`src/rtl/seg_scan_controller.sv`:
```
// Four-digit seven-segment scan scheduler with guard gaps, hex decode and frame-aligned double buffering.
// Optional build macro: LEADING_ZERO_BLANK_EN suppresses leading zero digits (digit 0 always lit).
module seg_scan_controller #(
    parameter int DIV   = 100000,
    parameter int GUARD = 16
) (
    input  logic        clk,
    input  logic        reset,
    input  logic        enable,
    input  logic        wr_en,
    input  logic [15:0] wr_data,
    output logic        wr_ready,
    output logic [6:0]  segments,
    output logic [3:0]  anodes,
    output logic [1:0]  digit_idx,
    output logic        frame_tick
);

    localparam int CNT_MAX = (DIV > GUARD) ? DIV : GUARD;
    localparam int CW      = $clog2(CNT_MAX + 32'sd1);

    localparam logic [CW-1:0] CNT_ZERO   = {CW{1'b0}};
    localparam logic [CW-1:0] CNT_ONE    = CW'(32'd1);
    localparam logic [CW-1:0] DIV_LAST   = CW'(DIV - 32'sd1);
    localparam logic [CW-1:0] GUARD_LAST = (GUARD > 32'sd0) ? CW'(GUARD - 32'sd1) : {CW{1'b0}};
    localparam logic          HAS_GUARD  = (GUARD > 32'sd0);

    typedef enum logic [1:0] {
        ST_OFF   = 2'd0,
        ST_GUARD = 2'd1,
        ST_SHOW  = 2'd2
    } state_t;

    state_t        state_r;
    state_t        nxt_state_s;
    logic [CW-1:0] cnt_r;
    logic [CW-1:0] nxt_cnt_s;
    logic [1:0]    idx_r;
    logic [1:0]    nxt_idx_s;
    logic [15:0]   shown_r;
    logic [15:0]   nxt_shown_s;
    logic [15:0]   pending_r;
    logic          wr_ready_r;
    logic          commit_s;
    logic          lit_s;
    logic          nxt_tick_s;
    logic [3:0]    nxt_nibble_s;
    logic [6:0]    segments_r;
    logic [3:0]    anodes_r;
    logic          frame_tick_r;

    // Active-low hex patterns, bit order {g,f,e,d,c,b,a}.
    function automatic logic [6:0] hex_decode(input logic [3:0] nib);
        logic [6:0] seg;
        case (nib)
            4'h0:    seg = 7'h40;
            4'h1:    seg = 7'h79;
            4'h2:    seg = 7'h24;
            4'h3:    seg = 7'h30;
            4'h4:    seg = 7'h19;
            4'h5:    seg = 7'h12;
            4'h6:    seg = 7'h02;
            4'h7:    seg = 7'h78;
            4'h8:    seg = 7'h00;
            4'h9:    seg = 7'h10;
            4'hA:    seg = 7'h08;
            4'hB:    seg = 7'h03;
            4'hC:    seg = 7'h46;
            4'hD:    seg = 7'h21;
            4'hE:    seg = 7'h06;
            4'hF:    seg = 7'h0E;
            default: seg = 7'h7F;
        endcase
        return seg;
    endfunction

`ifdef LEADING_ZERO_BLANK_EN
    // True when digit idx and every more-significant nibble are zero; digit 0 never qualifies.
    function automatic logic leading_zero(input logic [1:0] idx, input logic [15:0] val);
        logic z;
        case (idx)
            2'd3:    z = (val[15:12] == 4'h0);
            2'd2:    z = (val[15:8]  == 8'h00);
            2'd1:    z = (val[15:4]  == 12'h000);
            default: z = 1'b0;
        endcase
        return z;
    endfunction
`endif

    // Slot sequencing: next state, slot counter and digit index.
    always_comb begin
        nxt_state_s = state_r;
        nxt_cnt_s   = cnt_r;
        nxt_idx_s   = idx_r;
        if (!enable) begin
            nxt_state_s = ST_OFF;
            nxt_cnt_s   = CNT_ZERO;
            nxt_idx_s   = 2'd0;
        end else begin
            case (state_r)
                ST_OFF: begin
                    nxt_state_s = HAS_GUARD ? ST_GUARD : ST_SHOW;
                    nxt_cnt_s   = CNT_ZERO;
                    nxt_idx_s   = 2'd0;
                end
                ST_GUARD: begin
                    if (cnt_r == GUARD_LAST) begin
                        nxt_state_s = ST_SHOW;
                        nxt_cnt_s   = CNT_ZERO;
                    end else begin
                        nxt_cnt_s   = cnt_r + CNT_ONE;
                    end
                end
                ST_SHOW: begin
                    if (cnt_r == DIV_LAST) begin
                        nxt_state_s = HAS_GUARD ? ST_GUARD : ST_SHOW;
                        nxt_cnt_s   = CNT_ZERO;
                        nxt_idx_s   = idx_r + 2'd1;
                    end else begin
                        nxt_cnt_s   = cnt_r + CNT_ONE;
                    end
                end
                default: begin
                    nxt_state_s = ST_OFF;
                    nxt_cnt_s   = CNT_ZERO;
                    nxt_idx_s   = 2'd0;
                end
            endcase
        end
    end

    // Buffer commit and next-cycle output values; frame_tick is looked ahead so it lands on the last lit cycle.
    always_comb begin
        commit_s = ~wr_ready_r &
                   ((state_r == ST_OFF) | ((state_r == ST_SHOW) & frame_tick_r & enable));
        if (commit_s) begin
            nxt_shown_s = pending_r;
        end else begin
            nxt_shown_s = shown_r;
        end
        nxt_nibble_s = nxt_shown_s[{nxt_idx_s, 2'b00} +: 4];
`ifdef LEADING_ZERO_BLANK_EN
        lit_s = (nxt_state_s == ST_SHOW) & ~leading_zero(nxt_idx_s, nxt_shown_s);
`else
        lit_s = (nxt_state_s == ST_SHOW);
`endif
        nxt_tick_s = (nxt_state_s == ST_SHOW) & (nxt_idx_s == 2'd3) & (nxt_cnt_s == DIV_LAST);
    end

    // State, buffers, handshake and registered display outputs.
    always_ff @(posedge clk or negedge reset) begin
        if (!reset) begin
            state_r      <= ST_OFF;
            cnt_r        <= CNT_ZERO;
            idx_r        <= 2'd0;
            shown_r      <= 16'h0000;
            pending_r    <= 16'h0000;
            wr_ready_r   <= 1'b1;
            segments_r   <= 7'h7F;
            anodes_r     <= 4'hF;
            frame_tick_r <= 1'b0;
        end else begin
            state_r      <= nxt_state_s;
            cnt_r        <= nxt_cnt_s;
            idx_r        <= nxt_idx_s;
            shown_r      <= nxt_shown_s;
            frame_tick_r <= nxt_tick_s;
            if (lit_s) begin
                anodes_r   <= ~(4'b0001 << nxt_idx_s);
                segments_r <= hex_decode(nxt_nibble_s);
            end else begin
                anodes_r   <= 4'hF;
                segments_r <= 7'h7F;
            end
            if (commit_s) begin
                wr_ready_r <= 1'b1;
            end else if (wr_en && wr_ready_r) begin
                pending_r  <= wr_data;
                wr_ready_r <= 1'b0;
            end else begin
                wr_ready_r <= wr_ready_r;
            end
        end
    end

    assign wr_ready   = wr_ready_r;
    assign segments   = segments_r;
    assign anodes     = anodes_r;
    assign digit_idx  = idx_r;
    assign frame_tick = frame_tick_r;

endmodule

```
`config.mk`:
```
export PLATFORM = sky130hd
export DESIGN_NAME = seg_scan_controller
export DESIGN_NICKNAME = d
export VERILOG_FILES = /design/src/rtl/seg_scan_controller.sv
export SDC_FILE = /design/constraint.sdc
export NUM_CORES = 1
export LEC_CHECK = 0
export ABC_AREA = 1
export BUFFER_PORTS_ARGS = -buffer_cell sky130_fd_sc_hd__buf_2
export CORE_ASPECT_RATIO = 0.7
export CORE_MARGIN = 2
export CORE_UTILIZATION = 45
export CTS_BUF_LIST = sky130_fd_sc_hd__clkbuf_8
export CTS_CLUSTER_SIZE = 30
export DETAILED_ROUTE_END_ITERATION = 7
export GPL_TIMING_DRIVEN = 0
export PLACE_DENSITY = 0.74
export SETUP_SLACK_MARGIN = 0.1
export SYNTH_ARGS = -nofsm -noshare
export SYNTH_HDL_FRONTEND = slang
export SYNTH_SLANG_ARGS = --single-unit
export TNS_END_PERCENT = 10
```
`constraint.sdc`:
```
create_clock -name clk -period 3.3 [get_ports clk]
set_clock_uncertainty 0.1 [all_clocks]
set_input_delay 0.99 -clock clk [delete_from_list [all_inputs] [get_ports clk]]
set_output_delay 0.99 -clock clk [all_outputs]
set_load 0.02 [all_outputs]
```
==> results of run 1 <==
-- cells in the final DEF (no fill, tap or decap), types with 9 or more instances in the layout --
cell type  instances
dfrtp_1           54
dfstp_2           12
nand3_1           35
mux2_2            22
nor2_1            45
ha_1              10
nand2_1           90
clkbuf_8           9
nand4_1           16
buf_2             33
inv_1             46
nand2_2           17
-- worst max path at each step --
stage	startpoint	endpoint	slack, ns	cells after the start
4_1_cts	state_r[0]$_DFF_PN0_	segments[3]$_DFF_PN1_	0.32	19
2_1_floorplan	enable	segments[3]$_DFF_PN1_	0.57	17
6_report	enable	segments[3]$_DFF_PN1_	0.41	18
3_3_place_gp	enable	segments[3]$_DFF_PN1_	0.13	14
3_5_place_dp	enable	segments[3]$_DFF_PN1_	0.03	14
5_1_grt	cnt_r[0]$_DFF_PN0_	segments[3]$_DFF_PN1_	0.11	20
-- registers in the layout (all words and copies together), names as in the netlist --
register,count
anodes,4
cnt_r,17
digit_idx,2
frame_tick,1
pending_r,16
segments,7
shown_r,16
state_r,2
wr_ready,1
-- critical path, stage by stage --
cell      delay, ns
buf_2          0.12
nand3_1        0.09
nand2_2        0.13
nand2_2        0.13
buf_6          0.16
buf_6          0.14
nand2_1        0.05
nand2_1        0.07
nand4_1        0.10
nand2_1        0.10
nand2_2        0.06
nand2_4        0.10
clkinv_1       0.14
ha_1           0.26
inv_1          0.10
nand3_1        0.09
nand3_1        0.10
nand3_1        0.10
-- cells by family (layout without fill, tap and decap cells) --
| group | after synthesis | count (layout) | share of synthesized area, % |
|---|---|---|---|
| buf+inv | 58 | 110 | 7.05 |
| flops | 66 | 66 | 47.0 |
| fa+ha+maj | 11 | 11 | 3.88 |
| simple gates | 224 | 224 | 30.4 |
| compound gates | 15 | 15 | 2.47 |
| mux | 22 | 22 | 6.98 |
| xor+xnor | 9 | 9 | 2.22 |
-- where the power goes --
group	internal, mW	leakage (nW)	switching, mW
Sequential	0.982	0.807	0.0712
Clock	0.432	0.106	0.344
Combinational	0.293	1.09	0.451
Total	1.71	2.00	0.865
-- layer usage --
layer  vias up  GRT usage, %  share of wire, %
li1       1393             -                 -
met1      1275          28.2                49
met2        93          27.5                43
met3        10          7.14               7.5
met4         0          5.13               1.0
met5         -             0                 0
-- through the flow --
step | power, mW | instance area (um^2) | cells
2_1_floorplan | 1.60 | 3550 | 405
3_3_place_gp | 1.75 | 3840 | 540
3_5_place_dp | 1.79 | 3850 | 540
4_1_cts | 2.58 | 4070 | 556
5_1_grt | 2.75 | 4090 | 558
6_report | 2.57 | 4090 | 558
-- repair_timing --
| action | in CTS | in global routing |
|---|---|---|
| buffers inserted | 0 | 2 |
| endpoints found under the setup margin | 0 | 4 |
| gates resized for setup | 0 | 3 |
-- final cells by class --
class | count | area (um^2) | area share [%]
Sequential cell | 66 | 1670 | 40.7
Multi-Input combinational cell | 281 | 1630 | 39.9
Inverter | 52 | 201 | 4.92
Timing Repair Buffer | 36 | 188 | 4.59
Tap cell | 101 | 126 | 3.09
Clock buffer | 9 | 124 | 3.03
Clock inverter | 7 | 101 | 2.48
Buffer | 6 | 50.0 | 1.22
==> metrics.txt, run 1 <==
outcome=completed; CP Launch Type=input port; crit path kind=in2reg; I/O Buffers=34; ANT cells=0; Hold Path Cell Cnt=2; worst path required time=3.46 ns; Iter 0 DRT Violations=132; Peak Freq=0.347 GHz; Avg Vias per Cell=4.97; Die Span Y=78.3 um; grt ovf=0; ys flop type=dfrtp_1; GPL Wtd Cong=0.933; Cells after Synth=405; Worst VDD drop=0.298 mV; max_cap viols=0; Synth Register Bits=66; top cells by count, synth=nand2_1, dfrtp_1, inv_1; clk_lat worst skew=0.35 ns; DRT Pass-1 Iters=4; HPWL Detailed=5490 um; CP endpoint kind=flip-flop; Hold Path Origin=shown_r[5]$_DFF_PN0_; Finish-stage setup viols=0; Synth area leader=dfrtp_1; Synth cell types=35; initial antenna violation count=0; R2R cell count=19; hold_buf cts=0; register area share after synthesis=47.0%; DRC viols=0; Final Util=52.7%; Final Hold Vio Count=0; CP Max Fanout=10; top-area cell type share of the netlist area=38.1%; Slew Limit Fails=0; min Tclk post-route=2.89 ns; leakage=2.00 nW; count leader, synth=nand2_1; # H-tree levels=3; DRT antenna net count=0; row cnt=27; core area=7770 um^2; Syn-to-layout area delta=15.3%; worst hold endpoint=shown_r[5]$_DFF_PN0_; largest net degree at the start of global routing=67; first-pass GRT wire length=12800 um; Reg2Reg Launch Point=state_r[0]$_DFF_PN0_; WL final=7540 um; Final WS setup=0.415 ns; fill count=717; Mean Syn Cell Area=8.76 um^2; Post-synth EDFFs=0; CTS clk-pin slew, worst paths=0.08 ns; total CTS buffers=9; crit path DAT=3.04 ns; Least-Margin Pin Slew=0.834 ns; starting density of the core=45.7%; ys async rst share=100%; I/O Pins=35; Chip Width=110 um; CTS Sinks=66; Final nets=483; drt wl/cell=13.5 um; HP Class=reg2reg; GR Util All Layers=19.5%; CTS tree=built; cell area after synthesis=3550 um^2; Die Footprint=8620 um^2; RSZ-0062 raised after global routing=no; via count=2771; Post-Syn Nets=436; Clock Tree Buf Depth=2; pre-CTS WS=0.0335 ns; reg-to-reg endpoint=segments[3]$_DFF_PN1_; relative slew slack=44.4%; vias in the first global route=2704; pwr dens=629 nW/um^2; Synth area leaders=dfrtp_1, nand2_1, dfstp_2; Ys Warns=0; CTS root buffer=clkbuf_8; crit share post-route=87.4%; layout cells sized above 1=27.6%; flop2flop setup slack=0.43 ns; TNS Setup=0 ns; hold_ws=0.385 ns
(Power assumes the default switching activity.)
==> run 2, diff against run 1 <==
--- a/config.mk
+++ b/config.mk
@@ -15,6 +15,7 @@
 export DETAILED_ROUTE_END_ITERATION = 7
 export GPL_TIMING_DRIVEN = 0
 export PLACE_DENSITY = 0.74
+export RECOVER_POWER = 100
 export SETUP_SLACK_MARGIN = 0.1
 export SYNTH_ARGS = -nofsm -noshare
 export SYNTH_HDL_FRONTEND = slang
==> metrics.txt, run 2 (synthesis results as in run 1) <==
met2 GRT Util=27.5% (unchanged); fill count=722 (+0.70%); reg-to-reg endpoint=segments[3]$_DFF_PN1_; Finish-stage setup viols=0 (unchanged); failing checks=capacitance limit, slew limit; Slew Limit Fails=67 (+67); Hold Path Cell Cnt=2 (unchanged); initial antenna violation count=0 (unchanged); DRC viols=0 (unchanged); DRT antenna net count=0 (unchanged); CP Max Fanout=10 (unchanged); I/O Buffers=34 (unchanged); HPWL Detailed=5490 um (unchanged); post-route cell area=4060 um^2 (-0.70%); Clock Tree Buf Depth=2 (unchanged); Slowest Stage Delay on Critical Path=0.40 ns (+0.14 ns); Worst VDD drop=0.292 mV (-2.1%); Avg Vias per Cell=4.97 (+0.14%); Iter 0 DRT Violations=143 (+8.3%); flop2flop setup slack=0.37 ns (-0.06 ns); min Tclk post-route=2.93 ns (+0.0454 ns); RSZ-0062 raised after global routing=no; max_cap viols=1 (+1); TNS Setup=0 ns (unchanged); met3 Use GR=7.14% (unchanged); outcome=complete, but fails checks; worst hold endpoint=shown_r[5]$_DFF_PN0_; met1 Usage GRT=28.2% (unchanged); worst path required time=3.46 ns (about the same); GPL Wtd Cong=0.933 (unchanged); Die Span Y=78.3 um (unchanged); GR Util All Layers=19.5% (unchanged); Final nets=483 (unchanged); Peak Freq=0.341 GHz (-1.5%); DP Area=3850 um^2 (unchanged); total CTS buffers=9 (unchanged); # H-tree levels=3 (unchanged); DRT Pass-1 Iters=5 (+1); most frequent cells in the layout=nand2_1, dfrtp_1, nor2_1; worst-path cell with the longest stage delay=dfrtp_1; pwr dens=630 nW/um^2 (+0.22%); crit path cell chain=inv_1 > ha_1 > nand3_1 > nand2_2 > nand2_2 > buf_6 > buf_6 > nand2_1 > nand2_1 > nand4_1 > nand2_1 > nand2_2 > nand2_4 > clkinv_1 > ha_1 > inv_1 > nand3_1 > nand3_1 > nand3_1; CP Launch Type=flip-flop; row cnt=27 (unchanged); via count=2775 (+0.14%); CTS Sinks=66 (unchanged); WL final=7530 um (-0.13%); I/O Pins=35 (unchanged); clk_lat worst skew=0.35 ns (about the same); crit path kind=reg2reg; crit path DAT=3.09 ns (+0.05 ns); R2R cell count=19 (unchanged); ANT cells=0 (unchanged); worst path bufs/invs=5 (unchanged); CTS root buffer=clkbuf_8; Syn-to-layout area delta=14.5%; CP endpoint kind=flip-flop; Least-Margin Pin Slew=1.63 ns (+0.801 ns); CTS tree=built; CP most frequent cell=nand3_1; core area=7770 um^2 (unchanged); relative slew slack=-8.97% (-53 points); top flop regs=cnt_r x17, pending_r x16, shown_r x16; max reg flops=17 (unchanged); total design power=2.56 mW (-0.49%); leakage=1.97 nW (-1.3%); starting density of the core=45.7% (unchanged); Reg2Reg Launch Point=state_r[0]$_DFF_PN0_; Final Hold Vio Count=0 (unchanged); HP Class=reg2reg; Hold Path Origin=shown_r[5]$_DFF_PN0_; busiest grt layer=met1; commonest non-fill, non-tap cell in the layout=nand2_1; grt ovf=0 (unchanged); layout cells sized above 1=22.8% (-4.8 points); crit share post-route=88.8% (+1.4 points); largest delay contributor family on the critical path=simple AND/OR/NAND/NOR gates; CTS clk-pin slew, worst paths=0.08 ns (about the same); Biggest register=cnt_r; first-pass GRT wire length=12800 um (unchanged); largest net degree at the start of global routing=67 (unchanged); Chip Width=110 um (unchanged); Die Footprint=8620 um^2 (unchanged); vias in the first global route=2704 (unchanged); drt wl/cell=13.5 um (-0.13%)
## run 2: area by class of cell
| cell class | instances | area (um^2) | share of cell area, % |
|---|---|---|---|
| multi-input combinational | 281 | 1630 | 40.0 |
| buffer | 6 | 50.0 | 1.23 |
| tap | 101 | 126 | 3.11 |
| inverter | 52 | 201 | 4.96 |
| clock buffer | 9 | 124 | 3.05 |
| timing repair buffer | 36 | 166 | 4.10 |
| clock inverter | 7 | 101 | 2.49 |
| sequential | 66 | 1670 | 41.0 |
## run 2: worst reg2reg max path: stages (launching register included)
cell      delay (ns)
dfrtp_1         0.40
inv_1           0.10
ha_1            0.28
nand3_1         0.13
nand2_2         0.13
nand2_2         0.13
buf_6           0.16
buf_6           0.14
nand2_1         0.05
nand2_1         0.07
nand4_1         0.10
nand2_1         0.10
nand2_2         0.06
nand2_4         0.10
clkinv_1        0.14
ha_1            0.26
inv_1           0.10
nand3_1         0.09
nand3_1         0.10
nand3_1         0.10
## run 2: worst max path at each step
| stage | end | depth (start not counted) | start |
|---|---|---|---|
| floorplan | segments[3]$_DFF_PN1_ | 17 | enable |
| global placement | segments[3]$_DFF_PN1_ | 14 | enable |
| detailed placement | segments[3]$_DFF_PN1_ | 14 | enable |
| CTS | segments[3]$_DFF_PN1_ | 19 | state_r[0]$_DFF_PN0_ |
| global route | segments[3]$_DFF_PN1_ | 19 | state_r[0]$_DFF_PN0_ |
| finish | segments[3]$_DFF_PN1_ | 19 | state_r[0]$_DFF_PN0_ |
## run 2: power by group
group	internal (mW)	switching [mW]	total, mW
Combinational	0.283	0.448	0.731
Sequential	0.982	0.0698	1.05
Clock	0.432	0.345	0.776
Total	1.70	0.862	2.56
## run 2: what timing repair did
item | CTS | global route
hold buffers | 0 | 0
gates resized for setup | 0 | 3
buffers inserted | 0 | 2
endpoints found under the setup margin | 0 | 4
## run 2: metrics by stage
step                cells  hold WS, ns  utilization (%)  setup slack [ns]
floorplan             405        0.338                -             0.565
global placement      540        0.358             49.5             0.132
detailed placement    540        0.362             49.5            0.0335
CTS                   556        0.382             52.4             0.319
global route          558        0.405             52.3            0.0379
finish                558        0.380             52.3             0.369
## run 2: metal layers
| metal | part of all wire (%) | vias to the layer above |
|---|---|---|
| li1 | - | 1392 |
| met1 | 49 | 1282 |
| met2 | 43 | 91 |
| met3 | 7.3 | 10 |
| met4 | 1.1 | 0 |
| met5 | 0 | - |
==> run 3, diff against run 2 <==
--- a/config.mk
+++ b/config.mk
@@ -10,7 +10,6 @@
 export CORE_ASPECT_RATIO = 0.7
 export CORE_MARGIN = 2
 export CORE_UTILIZATION = 45
-export CTS_BUF_LIST = sky130_fd_sc_hd__clkbuf_8
 export CTS_CLUSTER_SIZE = 30
 export DETAILED_ROUTE_END_ITERATION = 7
 export GPL_TIMING_DRIVEN = 0
==> metrics.txt, run 3 (synthesis results as in run 1) <==
crit path kind=in2reg; via count=2781 (+0.22%); Least-Margin Pin Slew=1.63 ns (-0.0000895 ns); row cnt=27 (unchanged); max_cap viols=1 (unchanged); Iter 0 DRT Violations=136 (-4.9%); Clock Tree Buf Depth=2 (unchanged); ANT cells=0 (unchanged); Chip Width=110 um (unchanged); starting density of the core=45.7% (unchanged); Slew Limit Fails=67 (unchanged); # H-tree levels=3 (unchanged); top flop regs=cnt_r x17, pending_r x16, shown_r x16; HPWL Detailed=5490 um (unchanged); WL final=7660 um (+1.8%); layout cells sized above 1=22.5% (-0.22 points); total design power=2.84 mW (+11%); CTS tree=built; GR Util All Layers=19.9% (+0.41 points); commonest non-fill, non-tap cell in the layout=nand2_1; DRC viols=0 (unchanged); relative slew slack=-8.96% (about the same); I/O Pins=35 (unchanged); post-route cell area=4160 um^2 (+2.4%); CTS clk-pin slew, worst paths=0.06 ns (-0.02 ns); outcome=complete, but fails checks; GPL Wtd Cong=0.933 (unchanged); initial antenna violation count=0 (unchanged); total CTS buffers=9 (unchanged); max reg flops=17 (unchanged); CP Max Fanout=10 (unchanged); worst path required time=3.43 ns (-0.03 ns); HP Class=reg2reg; RSZ-0062 raised after global routing=no; vias in the first global route=2717 (+0.48%); DP Area=3850 um^2 (unchanged); grt ovf=0 (unchanged); Hold Path Cell Cnt=2 (unchanged); TNS Setup=0 ns (unchanged); Multi-input gate area=1620 um^2 (-0.15%); Final Util=53.6% (+1.3 points); register area=1670 um^2 (unchanged); leakage=2.02 nW (+2.2%); DRT Pass-1 Iters=4 (-1); crit share post-route=89.6% (+0.77 points); clk_lat worst skew=0.34 ns (about the same); drt wl/cell=13.7 um (+1.8%); Final nets=483 (unchanged); CP Launch Type=input port; CTS root buffer=clkbuf_16; Die Span Y=78.3 um (unchanged); I/O Buffers=34 (unchanged); fill count=709 (-1.8%); core area=7770 um^2 (unchanged); CP endpoint kind=flip-flop; CTS Sinks=66 (unchanged); Die Footprint=8620 um^2 (unchanged); first-pass GRT wire length=13000 um (+1.5%); pwr dens=682 nW/um^2 (+8.3%); hold_buf cts=0 (unchanged); failing checks=capacitance limit, slew limit; Worst VDD drop=0.307 mV (+5.2%); Peak Freq=0.338 GHz (-0.86%); Finish-stage setup viols=0 (unchanged); DRT antenna net count=0 (unchanged); min Tclk post-route=2.96 ns (+0.0254 ns); most frequent cells in the layout=nand2_1, dfrtp_1, nor2_1; Biggest register=cnt_r; crit path DAT=3.09 ns (about the same); largest net degree at the start of global routing=67 (unchanged); Avg Vias per Cell=4.98 (+0.22%); Final Hold Vio Count=0 (unchanged); Syn-to-layout area delta=17.3%; R2R cell count=16 (-3)
==> run 3: worst paths after layout <==
path,startpoint,to,slack (ns)
worst min register to register,shown_r[5]$_DFF_PN0_,shown_r[5]$_DFF_PN0_,0.38
worst max-delay path,enable,segments[3]$_DFF_PN1_,0.34
max in group asynchronous,reset,cnt_r[0]$_DFF_PN0_,1.15
min in group asynchronous,reset,pending_r[15]$_DFFE_PN0P_,0.97
worst max register to register,state_r[0]$_DFF_PN0_,segments[3]$_DFF_PN1_,0.35
worst min-delay path,shown_r[5]$_DFF_PN0_,shown_r[5]$_DFF_PN0_,0.38
==> run 3: layout make-up <==
| cell class | count | share of cell area [%] |
|---|---|---|
| sequential | 66 | 40.0 |
| timing repair buffer | 36 | 4.00 |
| multi-input combinational | 281 | 39.0 |
| tap | 101 | 3.04 |
| inverter | 52 | 4.84 |
| clock buffer | 9 | 5.41 |
| buffer | 6 | 1.20 |
| clock inverter | 7 | 2.44 |
==> run 3: per-layer routing <==
metal | wire (um) | up-vias | GRT usage (%)
li1 | - | 1401 | -
met1 | 3740 | 1295 | 28.6
met2 | 3310 | 76 | 28.2
met3 | 551 | 9 | 7.64
met4 | 64 | 0 | 5.13
met5 | 0 | - | 0
==> run 3: report_power, final <==
group | switching, mW | internal [mW]
registers | 0.0700 | 0.984
logic | 0.451 | 0.283
clock network | 0.384 | 0.668
total | 0.905 | 1.93
==> run 3: per-stage QoR <==
stage | hold slack, ns | cells | setup WS, ns
3_5_place_dp | 0.362 | 540 | 0.0335
4_1_cts | 0.376 | 556 | 0.303
5_1_grt | 0.403 | 558 | 0.0338
2_1_floorplan | 0.338 | 405 | 0.565
6_report | 0.377 | 558 | 0.344
3_3_place_gp | 0.358 | 540 | 0.132
==> run 3: timing repair <==
action | CTS | global route
resized for setup | 0 | 3
setup endpoints to repair | 0 | 6
buffers inserted | 0 | 2
==> run 3: critical path, cell delays in order <==
cell and delay, ns:
buf_2 0.12, nand3_1 0.09, nand2_2 0.13, nand2_1 0.16, buf_6 0.17, buf_6 0.14
nand2_1 0.05, nand2_1 0.07, nand4_1 0.10, nand2_1 0.10, nand2_2 0.06, nand2_4 0.09
clkinv_1 0.14, ha_1 0.26, inv_1 0.10, nand3_1 0.09, nand3_1 0.11, nand3_1 0.11
